===== src/rtl/alu_result_buffer_8bit_if.sv =====
// alu_result_buffer_8bit_if: producer/consumer bus of the ALU result buffer; out_par present only with RESULT_PARITY_EN
interface alu_result_buffer_8bit_if #(parameter int AW = 2);
  logic          in_valid;
  logic          in_ready;
  logic [7:0]    in_y;
  logic [2:0]    in_op;
  logic          out_valid;
  logic          out_ready;
  logic [7:0]    out_y;
  logic [2:0]    out_op;
  logic          out_zero;
  logic          out_neg;
  logic [AW:0]   count;
`ifdef RESULT_PARITY_EN
  logic          out_par;
`endif
  modport master (
    output in_valid, in_y, in_op, out_ready,
    input  in_ready, out_valid, out_y, out_op, out_zero, out_neg, count
`ifdef RESULT_PARITY_EN
    , input out_par
`endif
  );
  modport slave (
    input  in_valid, in_y, in_op, out_ready,
    output in_ready, out_valid, out_y, out_op, out_zero, out_neg, count
`ifdef RESULT_PARITY_EN
    , output out_par
`endif
  );
endinterface


===== src/rtl/alu_result_buffer_8bit.sv =====
// alu_result_buffer_8bit: first-word-fall-through FIFO of ALU results with flags captured at push; RESULT_PARITY_EN adds stored out_par
module alu_result_buffer_8bit #(
  parameter int DEPTH = 4,
  parameter int AW    = 2
) (
  input logic                    clk,
  input logic                    rst,
  alu_result_buffer_8bit_if.slave bus
);
  localparam logic [AW:0] FULL = (AW+1)'(DEPTH);
  logic [DEPTH-1:0][7:0] y_q, y_d;
  logic [DEPTH-1:0][2:0] op_q, op_d;
  logic [DEPTH-1:0]      z_q, z_d, n_q, n_d;
`ifdef RESULT_PARITY_EN
  logic [DEPTH-1:0]      p_q, p_d;
`endif
  logic [AW-1:0]         wr_q, wr_d, rd_q, rd_d;
  logic [AW:0]           cnt_q, cnt_d;
  logic                  push, pop, full_n, head_v;
  // handshake decode, entry capture with flags, pointer/count update and masked head outputs
  always_comb begin
    full_n = cnt_q != FULL;
    head_v = cnt_q != '0;
    push   = bus.in_valid & full_n;
    pop    = head_v & bus.out_ready;
    y_d    = y_q;
    op_d   = op_q;
    z_d    = z_q;
    n_d    = n_q;
`ifdef RESULT_PARITY_EN
    p_d    = p_q;
`endif
    if (push) begin
      y_d[wr_q]  = bus.in_y;
      op_d[wr_q] = bus.in_op;
      z_d[wr_q]  = bus.in_y == 8'h00;
      n_d[wr_q]  = bus.in_y[7];
`ifdef RESULT_PARITY_EN
      p_d[wr_q]  = ^bus.in_y;
`endif
    end
    wr_d  = push ? wr_q + 1'b1 : wr_q;
    rd_d  = pop ? rd_q + 1'b1 : rd_q;
    cnt_d = (push & ~pop) ? cnt_q + 1'b1 : (pop & ~push) ? cnt_q - 1'b1 : cnt_q;
    bus.in_ready  = full_n;
    bus.out_valid = head_v;
    bus.count     = cnt_q;
    bus.out_y     = head_v ? y_q[rd_q] : 8'h00;
    bus.out_op    = head_v ? op_q[rd_q] : 3'd0;
    bus.out_zero  = head_v & z_q[rd_q];
    bus.out_neg   = head_v & n_q[rd_q];
`ifdef RESULT_PARITY_EN
    bus.out_par   = head_v & p_q[rd_q];
`endif
  end
  // state registers; reset discards every stored entry
  always_ff @(posedge clk) begin
    if (rst) begin
      y_q   <= '0;
      op_q  <= '0;
      z_q   <= '0;
      n_q   <= '0;
`ifdef RESULT_PARITY_EN
      p_q   <= '0;
`endif
      wr_q  <= '0;
      rd_q  <= '0;
      cnt_q <= '0;
    end else begin
      y_q   <= y_d;
      op_q  <= op_d;
      z_q   <= z_d;
      n_q   <= n_d;
`ifdef RESULT_PARITY_EN
      p_q   <= p_d;
`endif
      wr_q  <= wr_d;
      rd_q  <= rd_d;
      cnt_q <= cnt_d;
    end
  end
endmodule


===== src/flat_wrapper.sv =====
// flat-port wrapper written by rule: the top's interface ports become plain ports
module alu_result_buffer_8bit_flat 
#(
  parameter int DEPTH = 4,
  parameter int AW    = 2
)
  (clk, rst, bus_in_valid, bus_in_y, bus_in_op, bus_out_ready, bus_in_ready, bus_out_valid, bus_out_y, bus_out_op, bus_out_zero, bus_out_neg, bus_count);
  alu_result_buffer_8bit_if #(.AW(AW)) bus_i ();
  input logic clk;
  input logic rst;
  input wire logic [$bits(bus_i.in_valid)-1:0] bus_in_valid;
  input wire logic [$bits(bus_i.in_y)-1:0] bus_in_y;
  input wire logic [$bits(bus_i.in_op)-1:0] bus_in_op;
  input wire logic [$bits(bus_i.out_ready)-1:0] bus_out_ready;
  output wire logic [$bits(bus_i.in_ready)-1:0] bus_in_ready;
  output wire logic [$bits(bus_i.out_valid)-1:0] bus_out_valid;
  output wire logic [$bits(bus_i.out_y)-1:0] bus_out_y;
  output wire logic [$bits(bus_i.out_op)-1:0] bus_out_op;
  output wire logic [$bits(bus_i.out_zero)-1:0] bus_out_zero;
  output wire logic [$bits(bus_i.out_neg)-1:0] bus_out_neg;
  output wire logic [$bits(bus_i.count)-1:0] bus_count;
  assign bus_i.in_valid = bus_in_valid;
  assign bus_i.in_y = bus_in_y;
  assign bus_i.in_op = bus_in_op;
  assign bus_i.out_ready = bus_out_ready;
  assign bus_in_ready = bus_i.in_ready;
  assign bus_out_valid = bus_i.out_valid;
  assign bus_out_y = bus_i.out_y;
  assign bus_out_op = bus_i.out_op;
  assign bus_out_zero = bus_i.out_zero;
  assign bus_out_neg = bus_i.out_neg;
  assign bus_count = bus_i.count;
  alu_result_buffer_8bit #(.DEPTH(DEPTH), .AW(AW)) u_core (.clk(clk), .rst(rst), .bus(bus_i));
endmodule

===== config.mk =====
export PLATFORM = sky130hd
export DESIGN_NAME = alu_result_buffer_8bit_flat
export DESIGN_NICKNAME = d
export VERILOG_FILES = /design/src/rtl/alu_result_buffer_8bit_if.sv /design/src/rtl/alu_result_buffer_8bit.sv /design/src/flat_wrapper.sv
export SDC_FILE = /design/constraint.sdc
export NUM_CORES = 1
export LEC_CHECK = 0
export CAP_MARGIN = 20
export CORE_ASPECT_RATIO = 0.9
export CORE_MARGIN = 2
export CORE_UTILIZATION = 43
export CTS_CLUSTER_DIAMETER = 30
export DETAILED_ROUTE_END_ITERATION = 16
export DONT_BUFFER_PORTS = 1
export GPL_TIMING_DRIVEN = 0
export SYNTH_ARGS = -nofsm -noshare
export SYNTH_HDL_FRONTEND = slang
export SYNTH_SLANG_ARGS = --single-unit
export TNS_END_PERCENT = 100

===== constraint.sdc =====
create_clock -name clk -period 2.4 [get_ports clk]
set_input_delay 0.24 -clock clk [delete_from_list [all_inputs] [get_ports clk]]
set_output_delay 0.24 -clock clk [all_outputs]
set_load 0.02 [all_outputs]

; ---- After elaboration in Yosys (flattened, before gate mapping)
; Index checks and enable logic that the tools add are counted.
[classes]
add_sub_neg = 4
magnitude_cmp = 3
eq_ne = 1
muxes = 22
bitwise_logic = 8
reduce_logical = 4
[op_table]
columns = operator, n
row1 = $bwmux 32, 1
row2 = $mux 8, 3
row3 = $bmux 8 s2, 1
row4 = $demux 8 s2, 1
row5 = $mux 3, 5
row6 = $bwmux 12, 1
row7 = $bwmux 4, 2
row8 = $logic_not 8->1, 1
row9 = $and 1x1->1, 6
row10 = $bmux 3 s2, 1
row11 = $demux 3 s2, 1
row12 = $lt 2x3->1 const B, 2
row13 = $add 2x1->2 const B, 2
row14 = $bmux 1 s2, 2
row15 = $add 3x1->3 const B, 1
row16 = $mux 1, 3
row17 = $ne 3x3->1 const B, 1
row18 = $reduce_bool 3->1, 1
row19 = $sub 3x1->3 const B, 1
row20 = $demux 1 s2, 1
row21 = $ge 2x1->1 const B, 1
row22 = $not 1->1, 2
row23 = $reduce_bool 2->1, 1
row24 = $logic_and 1x1->1, 1
[word_totals]
ff_bits = 59
input_bits = 15
output_inout_bits = 18
word_cells = 55

; ---- Depth between registers and ports, before layout
; Gate-level depths: netlist of the first run.
[depth]
ltp_word = 6
depth_mapped = 9

; ---- Worst setup path after synthesis of the first run
; Ideal clock, no wire load.
[synth_path]
kind = register to register
from = register u_core.cnt_q[0], in the netlist u_core.bus.count[0]
to = register u_core.cnt_q[2], in the netlist u_core.bus.count[2]
arrival_ns = 2.106
t_required_ns = 2.330
slack_ns = 0.224
stages_incl_launch_ff = 10
n_path_buf = 1
cell_sequence = dfxtp_1 > nor3b_4 > buf_4 > nor2_1 > ha_1 > inv_1 > fa_1 > xor2_1 > or3_1 > a21oi_1
[synth_between]
elab_chain_cells = 5
word_cells_on_any_way = 13
cone_classes = add/sub: 2 / eq/ne: 1 / mux: 2 / bitwise: 6 / reduce/logical: 2
[synth_rtl]
columns = item, line
row1 = "start, declared", alu_result_buffer_8bit.sv:18  ; logic [AW:0] cnt_q, cnt_d;
row2 = "start signal, assigned", alu_result_buffer_8bit.sv:79  ; cnt_q <= cnt_d;
row3 = $ne 3x3->1 (*), alu_result_buffer_8bit.sv:22  ; full_n = cnt_q != FULL;
row4 = $and 1x1->1 (*), alu_result_buffer_8bit.sv:24  ; push = bus.in_valid & full_n;
row5 = via u_core.push, alu_result_buffer_8bit.sv:19  ; logic push, pop, full_n, head_v;
row6 = $not 1->1, alu_result_buffer_8bit.sv:44  ; cnt_d = (push & ~pop) ? cnt_q + 1'b1 : (pop & ~push) ? cnt_q - 1'b1 : cnt_q;
row7 = $and 1x1->1, alu_result_buffer_8bit.sv:44
row8 = $reduce_bool 2->1 (no line), --
; The timed path passes the listed nets; every way through them passes the cells marked *. The select of a mux whose other input is x is not followed.
; A chain may end at the register's enable or synchronous reset.

; ---- Worst setup path after layout of the first run
; Ends and elaborated chain as after synthesis.

==> results.md, run 1 <==
* Status: complete, no violations
* Area of the die at roughly 0.0068 mm2
* DRC at 0
* Reg2Reg Setup Slack at 0.19 ns
* Critical setup path kind: reg -> reg
* Clock tree buffer depth at 2
* Post-route insts no fill at 378
* Vias in the first global route at around 2000
* Synthesized net count at 319
* CTS tree: yes
* Design area at 0.00286 mm2
* Synth top area cells: dfxtp_1 42%, mux4_2 10%, a21oi_1 9.7%, o21ai_0 9.3%, nand3_1 8.7%
* Reg clk slew, reported paths at 0.10 ns
* Setup TNS at 0 ns
* Startpoint types: register
* Switching power at 0.980 mW
* Hold crit path type: in -> reg
* Minimum clock period at 2.21 ns
* Initial DRC count at 170
* H-Tree Depth at 2
* Area delta synth->final at 8.80%
* Tcrit/Tclk final at 0.921
* Max Clock Freq at 452 MHz
* Hold Path Depth at 2
* Worst Hold Launch: bus_in_y[6]
* Leak at 0.941 nW
* Final hold violations at 0
* Ant diodes at 0
* Clock sink count at 55
* Worst r2r src: u_core.bus.count[0]
* Cts bufs inserted at 5
* Cells along the critical path: nor3b_4, buf_4, nor2_1, ha_1, inv_1, fa_1, xor2_1, or3_1, a21oi_1
* Die X at between 80 and 90 um
* Logic gate share of total power at 0.327
* Clk root buf: clkbuf_8
* CP Capture Type: register
* Clock power frac at 0.269
* Critical Path RT at 2.64 ns
* Crit path largest cell delay at 0.51 ns
* Post-Syn Area per Cell at 8.83 um2
* Maxcap violations at 0
* Sw Ratio at 0.361
* Antenna viol nets, final at 0
* Hold Path End: u_core.y_q[22]
* First-pass GRT wire length at 11500 um
* Largest net degree at the start of global routing at 17
* Detailed placement HPWL at ~4900 um
* Routability Congestion at slightly below 0.8
* Worst Path Max Fanout at 10
* # placed instances at 370
* Post-Route Skew at about 0.014 ns
* Worst slew pin tran at 0.942 ns
* Hold_buf cts at 0
* CP max-delay cell: dfxtp_2
* Placement Cell Area at 0.00272 mm2
* P_int at 1.74 mW
* Row count at 27
* Top_reg_cell synth: dfxtp_1
* Unrepaired setup endpoints after global routing: false
* Slew headroom at 0.366
* Worst skew pair latency at 0.32 ns
* Netlist Area Pre-Place at 0.00263 mm2
* Sequential area share after synthesis at 0.418
* Top cell type's share of synthesized area at 0.418
* Die Y at 78.2 um
* DR vias/cell at 6.05
* WHS at 0.0571 ns
* Final #Nets at 326
* Worst-case vdd ir drop at 0.000388 V
* Worst R2R End: u_core.bus.count[2]
* Filler cell count at 612
* GR Util All Layers at 0.223
* Yosys warning total at 0
* Share of cells above drive strength 1 at 0.131
* Cell taking the most area after synthesis: dfxtp_1
* Final setup vio count at 0
* WP data arrival at 2.45 ns
* Ports at 33
* Fraction of registers with async set or reset after synthesis at 0
* Post-synth cell types at 29
* Post-CTS Setup Inserts at 0
* Initial core utilization at 0.438
* Initial antenna violation count at 0
* Avg WL per Cell at 19.5 um
* Number of port buffers at 0
* Total grt overflow at 0
* Cell count of the worst reg-to-reg path at 9
* First-pass iteration count of the detailed router at 5
* Sequential share of power at 0.404
* Core area at 0.00601 mm2
* Post-Syn Instances at 298
* Routed WL at 7370 um
* Synthesis-stage register bit count at 55
* EDFF count, synth at 0
* PwrDens at approximately 950 mW/mm2
* Pins Over Slew Limit at 0
* Via count at 2287
[cells in the mapped netlist (all sizes together) (2+ instances only)]
cell type  count
nor2b         12
nand3         46
nor4           2
ha             5
clkbuf        18
o21ai         51
nand4          4
inv            6
xor2           4
buf           12
nand2          4
nor2           5
and2           4
mux4          12
a21oi         51
dfxtp         55
[power groups by stage]
stage                     Combinational, mW  Clock, mW  Sequential, mW
after floorplan                       0.675          0            1.09
after global placement                0.875          0            1.11
after detailed placement              0.880          0            1.11
after CTS                             0.887      0.735            1.09
after global routing                  0.970      0.764            1.11
final                                 0.890      0.730            1.10
[sequential cells by signal, indices dropped and copies added (netlist names)]
name	count
u_core.n_q	3
u_core.bus.count	3
u_core.wr_q	2
u_core.op_q	12
u_core.y_q	29
u_core.z_q	4
u_core.rd_q	2
[kinds of logic after synthesis]
family                   after synthesis  share of synthesized area
adder cells (fa/ha/maj)                6                     0.0314
AO/OA/AOI/OAI                        104                      0.200
buffers and inverters                 36                     0.0661
flip-flops                            55                      0.418
AND/OR/NAND/NOR                       80                      0.164
XOR/XNOR                               4                     0.0133
multiplexers                          13                      0.107
[worst max-delay path: cells and delay by family (launching register included)]
kind / cells / cell delay [ns]
flops: 1 / 0.51
xor+xnor: 1 / 0.16
simple gates: 3 / 0.54
buf+inv: 2 / 0.25
compound gates: 1 / 0.13
fa+ha+maj: 2 / 0.57
[per-layer routing]
layer | GRT usage | wire (um)
met5 | 0 | 0
met4 | 0.0516 | 72
met3 | 0.0431 | 401
met2 | 0.346 | 3440
met1 | 0.323 | 3460
[repair_timing]
item	4_1_cts	5_1_grt
cloned	0	0
resized for setup	1	3
setup endpoints to repair	10	2
pin swaps	0	0
[how the worst max path moves through the flow]
| stage | from | depth (start not counted) | end |
|---|---|---|---|
| 5_1_grt | u_core.bus.count[0] | 9 | u_core.bus.count[2] |
| 4_1_cts | u_core.bus.count[0] | 9 | u_core.bus.count[2] |
| 3_3_place_gp | u_core.bus.count[0] | 9 | u_core.bus.count[2] |
| 3_5_place_dp | u_core.bus.count[0] | 9 | u_core.bus.count[2] |
| 6_report | u_core.bus.count[0] | 9 | u_core.bus.count[2] |
| 2_1_floorplan | u_core.bus.count[0] | 9 | u_core.bus.count[2] |
[through the flow]
step | setup slack, ns | utilization | power (mW)
after global placement | 0.0501 | 0.453 | 1.99
final | 0.189 | 0.476 | 2.72
after floorplan | 0.224 | - | 1.77
after detailed placement | 0.0478 | 0.453 | 1.99
after CTS | 0.0175 | 0.475 | 2.72
after global routing | 0.0464 | 0.476 | 2.85
[placed cells by master (no fill, tap or decap), types with 6 or more instances in the layout]
cell	count
nand3_1	46
clkbuf_1	15
nor2b_1	12
mux4_2	12
a21oi_1	51
o21ai_0	49
buf_2	6
dfxtp_1	52
[final cells by class]
class	count	area [um2]	area share
buffer	30	151	0.0529
clock inverter	2	60.1	0.0210
tap	72	90.1	0.0315
sequential	55	1100	0.386
multi-input combinational	207	1360	0.476
inverter	6	22.5	0.00787
clock buffer	6	72.6	0.0253
(Power assumes the default switching activity.)
==> run 2, diff against run 1 <==
--- a/config.mk
+++ b/config.mk
@@ -6,6 +6,8 @@
 export NUM_CORES = 1
 export LEC_CHECK = 0
 export CAP_MARGIN = 20
+export CELL_PAD_IN_SITES_DETAIL_PLACEMENT = 1
+export CELL_PAD_IN_SITES_GLOBAL_PLACEMENT = 1
 export CORE_ASPECT_RATIO = 0.9
 export CORE_MARGIN = 2
 export CORE_UTILIZATION = 43
@@ -13,6 +15,7 @@
 export DETAILED_ROUTE_END_ITERATION = 16
 export DONT_BUFFER_PORTS = 1
 export GPL_TIMING_DRIVEN = 0
+export PLACE_DENSITY_LB_ADDON = 0.1
 export SYNTH_ARGS = -nofsm -noshare
 export SYNTH_HDL_FRONTEND = slang
 export SYNTH_SLANG_ARGS = --single-unit
==> constraint.sdc (replaced) <==
create_clock -name clk -period 2.87 [get_ports clk]
set_input_delay 0.287 -clock clk [delete_from_list [all_inputs] [get_ports clk]]
set_output_delay 0.287 -clock clk [all_outputs]
set_load 0.02 [all_outputs]
==> run 2 against run 1 <==
Against the previous run:
- global-route usage increased by 2.0 points
- combinational power decreased by 15%
- register-to-register slack improved by 0.28 ns
- via count increased by 1.7%
- clock-buffer cell count unchanged
- highest routed layer unchanged
- non-clock buffer count unchanged
- first-iteration DRC count decreased by 32%
- core utilization decreased by 0.40 points
- clock power decreased by 25%
- die area unchanged
==> results.md, run 2 (synthesized netlist as in run 1, its figures left out) <==
* Total grt overflow at 0 (unchanged)
* Worst-case vdd ir drop at 0.000545 V (+41%)
* CTS tree: yes
* Ports at 33 (unchanged)
* Most common cell after layout, fill and taps aside: dfxtp_1
* Die X at 86.5 um (unchanged)
* DRC at 0 (unchanged)
* Area of the die at 0.00676 mm2 (unchanged)
* Tcrit/Tclk final at 0.901
* Die Y at 78.2 um (unchanged)
* Unrepaired setup endpoints after global routing: false
* Pins Over Slew Limit at 0 (unchanged)
* Most frequent cells in the layout: 55 x dfxtp_1, 51 x a21oi_1, 49 x o21ai_0
* Worst Path Max Fanout at 10 (unchanged)
* CP Capture Type: primary output
* Max Clock Freq at 387 MHz
* Post-Route Skew at 0.00282 ns (-0.0115 ns)
* Hold Path Depth at 2 (unchanged)
* DR vias/cell at 6.15 (+1.7%)
* Worst slew pin tran at 0.877 ns (-0.0658 ns)
* Critical Path RT at 2.58 ns (-0.06 ns)
* Worst skew pair latency at 0.31 ns (about the same)
* M1 WL at 3880 um (+12%)
* Reg with most FFs: u_core.y_q
* Hold crit path type: in -> reg
* GR Util All Layers at 0.243 (+0.0196)
* Final setup vio count at 0 (unchanged)
* Biggest registers after layout: u_core.y_q (29), u_core.op_q (12), u_core.z_q (4)
* Minimum clock period at roughly 2.6 ns
* Avg WL per Cell at 21.3 um (+9.4%)
* Cells along the critical path: nor3_1, clkbuf_1, nor2b_1
* Routability Congestion at 0.765 (-3.6%)
* Status: complete, no violations
* H-Tree Depth at 2 (unchanged)
* Initial antenna violation count at 0 (unchanged)
* Antenna viol nets, final at 0 (unchanged)
* Post-cts gate resize count at 0 (-1)
* Share of cells above drive strength 1 at 0.121 (-0.00980)
* Setup TNS at 0 ns (unchanged)
* DR WL met3 at 465 um (+16%)
* Via count at 2326 (+1.7%)
* Crit path largest cell delay at 0.67 ns (+0.16 ns)
* Clock tree buffer depth at 2 (unchanged)
* Design area at 0.00284 mm2 (-0.83%)
* Filler cell count at 713 (+17%)
* Max reg flops at 29 (unchanged)
* Wire length on met2 at 3650 um (+6.2%)
* Placement Cell Area at 0.00272 mm2 (unchanged)
* Maxcap violations at 0 (unchanged)
* Hold_buf cts at 0 (unchanged)
* Routed WL at 8060 um (+9.4%)
* Ant diodes at 0 (unchanged)
* Initial DRC count at 116 (-32%)
* Layout Utilization at 0.472 (-0.00395)
* CP delay by family, top: simple AND/OR/NAND/NOR gates
* Startpoint types: register
* First-pass iteration count of the detailed router at 5 (unchanged)
* Clock sink count at 55 (unchanged)
* Area delta synth->final at 7.89%
* First-pass GRT wire length at 12600 um (+9.3%)
* Row count at 27 (unchanged)
* Final #Nets at 326 (unchanged)
* Initial core utilization at 0.438 (unchanged)
* Slew headroom at 0.410 (+0.0443)
* Post-CTS Setup Inserts at 0 (unchanged)
* Core area at 0.00601 mm2 (unchanged)
* Crit. path cell count at 3 (-6)
* Critical setup path kind: reg -> out
* Vias in the first global route at 2241 (+11%)
* Cell count of the worst reg-to-reg path at 9 (unchanged)
* WP data arrival at 2.30 ns (-0.15 ns)
* Final hold violations at 0 (unchanged)
* Buf/Inv on CP at 1 (-1)
* Number of port buffers at 0 (unchanged)
* Max Used Layer: met4
* Cts bufs inserted at 5 (unchanged)
* Largest net degree at the start of global routing at 17 (unchanged)
* Reg clk slew, reported paths at 0.10 ns (about the same)
* Detailed placement HPWL at 5530 um (+12%)
* PwrDens at 782 mW/mm2 (-18%)
* Leak at 0.934 nW (-0.70%)
* CP max-delay cell: nor3_1
* Clk root buf: clkbuf_8
run 2: cell type report:
| class | instances | area, um2 | area share |
|---|---|---|---|
| multi-input combinational | 207 | 1360 | 0.478 |
| tap | 72 | 90.1 | 0.0317 |
| sequential | 55 | 1100 | 0.388 |
| clock inverter | 2 | 35.0 | 0.0123 |
| clock buffer | 6 | 82.6 | 0.0291 |
| buffer | 30 | 151 | 0.0533 |
| inverter | 6 | 22.5 | 0.00793 |
run 2: worst register-to-register path, stage by stage, from the launching register on:
cell and delay, ns:
dfxtp_1 0.65, nor3b_4 0.14, buf_4 0.20, nor2_1 0.12
ha_1 0.19, inv_1 0.06, fa_1 0.38, xor2_1 0.16
or3_1 0.30, a21oi_1 0.13
run 2: path summary, 6_finish.rpt:
kind,start,endpoint,slack (ns)
hold / removal,bus_in_op[1],u_core.op_q[10],0.11
hold reg to reg,u_core.y_q[20],u_core.y_q[20],0.48
setup / recovery,u_core.bus.count[0],bus_out_op[0],0.28
setup reg to reg,u_core.bus.count[0],u_core.bus.count[2],0.47
run 2: metrics by stage:
step / worst slack (ns) / instances / power, mW / hold WS [ns]
floorplan: 0.694 / 298 / 1.48 / 0.435
global placement: 0.506 / 370 / 1.68 / 0.437
detailed placement: 0.485 / 370 / 1.69 / 0.443
CTS: 0.272 / 378 / 2.23 / 0.106
global route: 0.185 / 378 / 2.33 / 0.108
finish: 0.285 / 378 / 2.22 / 0.111
run 2: power by group:
part / switching (mW) / internal (mW) / total (mW)
clock network: 0.264 / 0.283 / 0.547
registers: 0.0842 / 0.833 / 0.917
logic: 0.490 / 0.265 / 0.755
run 2: per-layer routing:
layer | GRT usage | vias to the layer above
met2 | 0.375 | 64
met4 | 0.0453 | 0
met3 | 0.0484 | 6
li1 | - | 1089
met5 | 0 | -
met1 | 0.356 | 1167
